`src/rtl/floattoint_pkg.sv`:
```
// Shared single-precision float definitions for the synth's float<->int conversion stages.
package fpgasynth_fp_pkg;

    typedef struct packed {
        logic        sign;
        logic [7:0]  exp;
        logic [22:0] frac;
    } fp32_t;

    localparam int FP_EXP_BIAS = 127;
    localparam int FP_EXP_MAX  = 255;
    localparam int FP_MANT_W   = 24;

    typedef enum logic [2:0] {
        IDLE   = 3'd0,
        UNPACK = 3'd1,
        SHIFT  = 3'd2,
        ROUND  = 3'd3,
        DONE   = 3'd4
    } f2i_state_t;

endpackage

```
`src/rtl/floattoint_if.sv`:
```
// Start/done handshake bundle between a float producer and the floattoint converter.
interface floattoint_if #(
    parameter int OUT_WIDTH = 16
);
    logic                 start;
    logic [31:0]          floatin;
    logic [OUT_WIDTH-1:0] intout;
    logic                 done;
    logic                 busy;

    modport master (output start, output floatin, input intout, input done, input busy);
    modport slave  (input start, input floatin, output intout, output done, output busy);
endinterface

```
`src/rtl/floattoint_round.sv`:
```
// Final stage of floattoint: optional round-to-nearest-even, saturation and sign application.
// Build option: FLOATTOINT_ROUND_NEAREST_EN enables rounding; otherwise truncates toward zero.
module floattoint_round
    import fpgasynth_fp_pkg::*;
#(
    parameter int OUT_WIDTH = 16
) (
    input  logic                 sign,
    input  logic                 sat,
    input  logic [FP_MANT_W-1:0] mant,
    input  logic                 guard,
    input  logic                 sticky,
    output logic [OUT_WIDTH-1:0] result
);
    localparam logic [FP_MANT_W:0]   MAG_LIMIT = (FP_MANT_W + 1)'(1) << (OUT_WIDTH - 1);
    localparam logic [OUT_WIDTH-1:0] POS_MAX   = {1'b0, {(OUT_WIDTH - 1){1'b1}}};
    localparam logic [OUT_WIDTH-1:0] NEG_MIN   = {1'b1, {(OUT_WIDTH - 1){1'b0}}};

    logic             inc_s;
    logic [FP_MANT_W:0] mag_s;

    // Rounding increment, magnitude and saturating signed result
    always_comb begin
        inc_s  = 1'b0;
        mag_s  = '0;
        result = '0;
`ifdef FLOATTOINT_ROUND_NEAREST_EN
        inc_s = guard & (sticky | mant[0]);
`else
        inc_s = guard & sticky & 1'b0;
`endif
        mag_s = {1'b0, mant} + {{FP_MANT_W{1'b0}}, inc_s};
        if (sat || (mag_s >= MAG_LIMIT)) begin
            result = sign ? NEG_MIN : POS_MAX;
        end else if (sign) begin
            result = OUT_WIDTH'(-mag_s);
        end else begin
            result = OUT_WIDTH'(mag_s);
        end
    end
endmodule

```
`src/rtl/floattoint.sv`:
```
// floattoint: multicycle IEEE-754 single -> signed OUT_WIDTH-bit integer, one shift per cycle.
// Build option: FLOATTOINT_ROUND_NEAREST_EN (handled in floattoint_round).
module floattoint
    import fpgasynth_fp_pkg::*;
#(
    parameter int OUT_WIDTH = 16
) (
    input  logic        clk,
    input  logic        reset,
    floattoint_if.slave bus
);
    f2i_state_t           state_r, state_s;
    fp32_t                fp_r;
    logic                 sign_r, guard_r, sticky_r, sat_r, done_r, busy_r;
    logic [FP_MANT_W-1:0] mant_r;
    logic [4:0]           cnt_r;
    logic [OUT_WIDTH-1:0] intout_r;

    logic signed [9:0]    exp_s;
    logic [FP_MANT_W-1:0] unp_mant_s;
    logic                 unp_sticky_s, unp_sat_s;
    logic [4:0]           unp_n_s;
    logic [OUT_WIDTH-1:0] round_result_s;

    // Classify the captured float and derive the shift distance
    always_comb begin
        exp_s        = $signed({2'b00, fp_r.exp}) - $signed(10'(FP_EXP_BIAS));
        unp_mant_s   = '0;
        unp_sticky_s = 1'b0;
        unp_sat_s    = 1'b0;
        unp_n_s      = 5'd0;
        if (fp_r.exp == 8'(FP_EXP_MAX)) begin
            unp_sat_s = (fp_r.frac == 23'd0);
        end else if (fp_r.exp == 8'd0) begin
            unp_sat_s = 1'b0;
        end else if (exp_s < -10'sd1) begin
            unp_sticky_s = 1'b1;
        end else if (exp_s >= $signed(10'(OUT_WIDTH - 1))) begin
            unp_sat_s = 1'b1;
        end else begin
            unp_mant_s = {1'b1, fp_r.frac};
            unp_n_s    = 5'($signed(10'(FP_MANT_W - 1)) - exp_s);
        end
    end

    // Next-state logic
    always_comb begin
        state_s = state_r;
        case (state_r)
            IDLE:    state_s = bus.start ? UNPACK : IDLE;
            UNPACK:  state_s = (unp_n_s > 5'd0) ? SHIFT : ROUND;
            SHIFT:   state_s = (cnt_r == 5'd1) ? ROUND : SHIFT;
            ROUND:   state_s = DONE;
            DONE:    state_s = bus.start ? UNPACK : DONE;
            default: state_s = IDLE;
        endcase
    end

    // State, datapath registers and registered handshake outputs
    always_ff @(posedge clk) begin
        if (reset) begin
            state_r  <= IDLE;
            fp_r     <= '0;
            sign_r   <= 1'b0;
            mant_r   <= '0;
            guard_r  <= 1'b0;
            sticky_r <= 1'b0;
            sat_r    <= 1'b0;
            cnt_r    <= 5'd0;
            intout_r <= '0;
            done_r   <= 1'b0;
            busy_r   <= 1'b0;
        end else begin
            state_r <= state_s;
            done_r  <= (state_s == DONE);
            busy_r  <= (state_s == UNPACK) || (state_s == SHIFT) || (state_s == ROUND);
            case (state_r)
                IDLE, DONE: begin
                    if (bus.start) begin
                        fp_r <= fp32_t'(bus.floatin);
                    end
                end
                UNPACK: begin
                    sign_r   <= fp_r.sign;
                    mant_r   <= unp_mant_s;
                    guard_r  <= 1'b0;
                    sticky_r <= unp_sticky_s;
                    sat_r    <= unp_sat_s;
                    cnt_r    <= unp_n_s;
                end
                SHIFT: begin
                    // The bit leaving the mantissa becomes guard; the previous guard folds into sticky
                    mant_r   <= mant_r >> 1;
                    guard_r  <= mant_r[0];
                    sticky_r <= sticky_r | guard_r;
                    cnt_r    <= cnt_r - 5'd1;
                end
                ROUND: begin
                    intout_r <= round_result_s;
                end
                default: begin
                    cnt_r <= cnt_r;
                end
            endcase
        end
    end

    floattoint_round #(.OUT_WIDTH(OUT_WIDTH)) u_round (
        .sign   (sign_r),
        .sat    (sat_r),
        .mant   (mant_r),
        .guard  (guard_r),
        .sticky (sticky_r),
        .result (round_result_s)
    );

    assign bus.intout = intout_r;
    assign bus.done   = done_r;
    assign bus.busy   = busy_r;
endmodule
```
`src/flat_wrapper.sv`:
```
// flat-port wrapper written by rule: the top's interface ports become plain ports
module floattoint_flat import fpgasynth_fp_pkg::*;
#(
    parameter int OUT_WIDTH = 16
)
  (clk, reset, bus_start, bus_floatin, bus_intout, bus_done, bus_busy);
  floattoint_if #(.OUT_WIDTH(OUT_WIDTH)) bus_i ();
  input  logic clk;
  input  logic reset;
  input wire logic [$bits(bus_i.start)-1:0] bus_start;
  input wire logic [$bits(bus_i.floatin)-1:0] bus_floatin;
  output wire logic [$bits(bus_i.intout)-1:0] bus_intout;
  output wire logic [$bits(bus_i.done)-1:0] bus_done;
  output wire logic [$bits(bus_i.busy)-1:0] bus_busy;
  assign bus_i.start = bus_start;
  assign bus_i.floatin = bus_floatin;
  assign bus_intout = bus_i.intout;
  assign bus_done = bus_i.done;
  assign bus_busy = bus_i.busy;
  floattoint #(.OUT_WIDTH(OUT_WIDTH)) u_core (.clk(clk), .reset(reset), .bus(bus_i));
endmodule
```
`config.mk`:
```
export PLATFORM = sky130hd
export DESIGN_NAME = floattoint_flat
export DESIGN_NICKNAME = d
export VERILOG_FILES = /design/src/rtl/floattoint_pkg.sv /design/src/rtl/floattoint_if.sv /design/src/rtl/floattoint_round.sv /design/src/rtl/floattoint.sv /design/src/flat_wrapper.sv
export SDC_FILE = /design/constraint.sdc
export NUM_CORES = 1
export LEC_CHECK = 0
export ABC_AREA = 1
export BUFFER_PORTS_ARGS = -buffer_cell sky130_fd_sc_hd__buf_4
export CAP_MARGIN = 5
export CORE_AREA = 2 2 98 77
export DETAILED_ROUTE_END_ITERATION = 8
export DIE_AREA = 0 0 100 79
export PLACE_DENSITY_LB_ADDON = 0.3
export REMOVE_ABC_BUFFERS = 1
export SETUP_SLACK_MARGIN = 0.15
export SYNTH_ARGS = -nofsm -noshare
export SYNTH_HDL_FRONTEND = slang
export SYNTH_SLANG_ARGS = --single-unit
```
`constraint.sdc`:
```
create_clock -name clk -period 3.26 [get_ports clk]
set_input_delay 0.326 -clock clk [delete_from_list [all_inputs] [get_ports clk]]
set_output_delay 0.326 -clock clk [all_outputs]
set_load 0.005 [all_outputs]
```
==> out/results.ini <==
[setup_path]
cp_slowest_stage_delay_ns = 0.45
cp_max_fo = 13
crit_arrival_ns = 2.81
crit_required_ns = 3.56
worstPathCellList = ha_1 > nand2_2 > inv_1 > nand3_1 > nand2_2 > inv_2 > ha_1 > nand4_1 > nand2_2 > nor2_2 > nand2_2 > nand2_4 > nand2_4 > nor2_4 > nand2_1 > a21oi_1
cpMostUsedCell = nand2_2
cp_slowest_cell = dfxtp_1
critPathKind = flip-flop to flip-flop
worstSetupStartpointType = flip-flop
critPathCaptureType = flip-flop

[clock_tree]
clock_latency_ns = 0.36
cts_num_sinks = 84
clkTransAtPathRegs_ns = 0.08
cts_resized = 0
cts_hold_buf = 0
post_cts_buffers = 0
clockBufferDepth = 2
cts_buffers = 9
h-tree-depth = 3
cts_tree = yes
root_buffer = clkbuf_8

[layout]
nets = 656
postLayoutCellArea_mm2 = 0.00479
drive_gt1_share_pct = 20.6
n_fill_cell = 595
diodes = 0
final_cells = 703
postLayoutCoreUtil_pct = 68.2
synthToLayoutAreaGrowth_pct = 14.9

[route]
route.detailed.drc = 0
firstDrtPassIters = 5
top_layer_used = met4
avgRoutedWirePerCell_um = 14.0
met3WireLength_um = 715
initialDrtViolationCount = 348
ant_nets = 0
drt-met1-wl_mm = 4.34
wl_met2_mm = 4.59
num_vias = 3985
wl_mm = 9.81
viasPerCell = 5.67

[pwr]
sequentialPowerShare_pct = 48.8
p_int_mw = 1.65
switching_share_pct = 31.9
p_comb_share_pct = 21.0
p_sw_uw = 773
p_per_area_mw_per_mm2 = 506
clkPwrFrac_pct = 30.2
peakVddDrop_mv = 0.339
p_leak_nw = 2.08

[synth]
syn_avg_cell_area_um2 = 7.33
synth_top_area_cell = dfxtp_1
synth_area_mm2 = 0.00417
synth_edf_count = 0
ys_ff_latch = 84
synth-async-reset-ratio_pct = 0
synth-main-ff-cell = dfxtp_1
ys_top_cells_by_area = dfxtp_1 (40%), o21ai_0 (7.9%), nand2_1 (6.9%), nor2_1 (5.9%), a21oi_1 (5.8%)
synthCells = 569
ys.warnings.count = 0
ys_seq_area_share_pct = 40.3
synth_top_area_share_pct = 40.3
yosysMostFrequentCell = dfxtp_1
synth.distinct_cells = 36
yosys-top-cells-count = dfxtp_1 (84), nand2_1 (77), nor2_1 (66), o21ai_0 (66), inv_1 (53)

[floorplan]
die_y_um = 79
core_mm2 = 0.00703
io_pins = 53
dieArea_mm2 = 0.00790
initial_core_util_pct = 59.3
fp.dieW_um = 100
row_count = 27

[timing]
fin_setup_tns_ns = 0
rsz0062_at_grt = false
maxSlewHeadroom_pct = 37.5
whs_ns = 0.211
fmax_mhz = 398
period_share_pct = 77.0
finalClockSkew_ns = 0.00922
hold_violations = 0
slew_viol_final = 0
min_period_ns = 2.51
setup_viol_count_final = 0
worst_pin_slew_ns = 0.938

[place]
detailedPlacementHpwl_mm = 6.97
numPlacedInstances = 689
post_dp_cell_area_mm2 = 0.00460
place.gp.congestion = 0.891
io_buffers = 52

[flow_run]
drv_cap = 0

[global_route]
antenna_found_initial = 0
grt_pass1_vias = 3638
grt_max_degree = 50
grt_pass1_wl_mm = 16.6
groute.usage.overall_pct = 26.3
grt_remaining_overflow = 0

[hold_path]
hold_path.class = input port to flip-flop

[status]
status = finished, final reports clean

[placed cells by master (no fill, tap or decap), types with 2 or more instances in the layout]
master	count
a21oi_1	48
a31oi_1	2
a32oi_1	3
buf_4	59
clkbuf_8	10
dfxtp_1	84
ha_1	8
inv_1	53
inv_2	9
nand2_1	77
nand2_2	6
nand2_4	4
nand3_1	40
nand3_2	16
nand4_1	9
nor2_1	66
nor2_2	2
nor2_4	3
nor3_1	4
nor3_2	2
nor4_1	5
o211ai_1	3
o21ai_0	66
o21ai_2	10
o22ai_1	13
xor2_1	3
[critical path, delay by kind of cell, from the launching register on]
family | cells | cell delay [ns]
adders and majority gates | 2 | 0.44
and+or+nand+nor | 11 | 1.25
AOI/OAI and AO/OA | 1 | 0.15
DFF | 1 | 0.45
buffers and inverters | 2 | 0.14
[layer usage]
metal	up-vias	track usage [%]
met3	19	5.72
li1	1991	-
met5	-	0
met2	146	43.7
met1	1829	33.8
met4	0	9.45
[path summary, 6_finish.rpt]
| path | start | endpoint | slack (ns) | cells past startpoint |
|---|---|---|---|---|
| max | u_core.fp_r[23] | u_core.cnt_r[4] | 0.75 | 16 |
| min | bus_floatin[14] | u_core.fp_r[14] | 0.21 | 3 |
| max reg2reg | u_core.fp_r[23] | u_core.cnt_r[4] | 0.75 | 16 |
| min reg2reg | u_core.bus.intout[15] | u_core.bus.intout[15] | 0.48 | 2 |
[registers in the layout, indices dropped and copies added (netlist names)]
register and count:
u_core.fp_r 32, u_core.mant_r 24, u_core.bus.intout 16, u_core.cnt_r 5, u_core.state_r 3, u_core.bus.busy 1, u_core.bus.done 1, u_core.sat_r 1
u_core.sign_r 1
[cell families (layout without fill, tap and decap cells)]
family,count (synthesis),count (layout),share of synthesized area [%]
compound gates,148,148,19.7
xor+xnor,3,3,0.630
fa+ha+maj,8,8,2.40
buf+inv,89,136,8.55
flops,84,84,40.3
simple gates,237,237,28.4
[metrics by stage]
stage               worst slack [ns]  total power [mW]
floorplan                      0.939              1.53
global placement               0.989              1.69
detailed placement             0.821              1.71
CTS                            0.795              2.43
global route                   0.603              2.55
finish                         0.749              2.43
[area by class of cell]
| cell class | count | area (um^2) | area share (%) |
|---|---|---|---|
| multi-input cells | 396 | 2130 | 44.5 |
| flip-flops and latches | 84 | 1680 | 35.1 |
| clock inverters | 4 | 51.3 | 1.07 |
| clock buffers | 10 | 138 | 2.87 |
| inverters | 63 | 236 | 4.94 |
| well taps | 87 | 109 | 2.27 |
| repair buffers | 59 | 443 | 9.25 |
[power groups by stage]
stage / Combinational, mW / Clock (mW) / Sequential (mW)
after floorplan: 0.342 / 0 / 1.19
after global placement: 0.489 / 0 / 1.20
after detailed placement: 0.503 / 0 / 1.20
after CTS: 0.507 / 0.743 / 1.18
after global routing: 0.575 / 0.785 / 1.19
final: 0.509 / 0.732 / 1.18
Note: power is estimated with default switching activity, not from simulation.
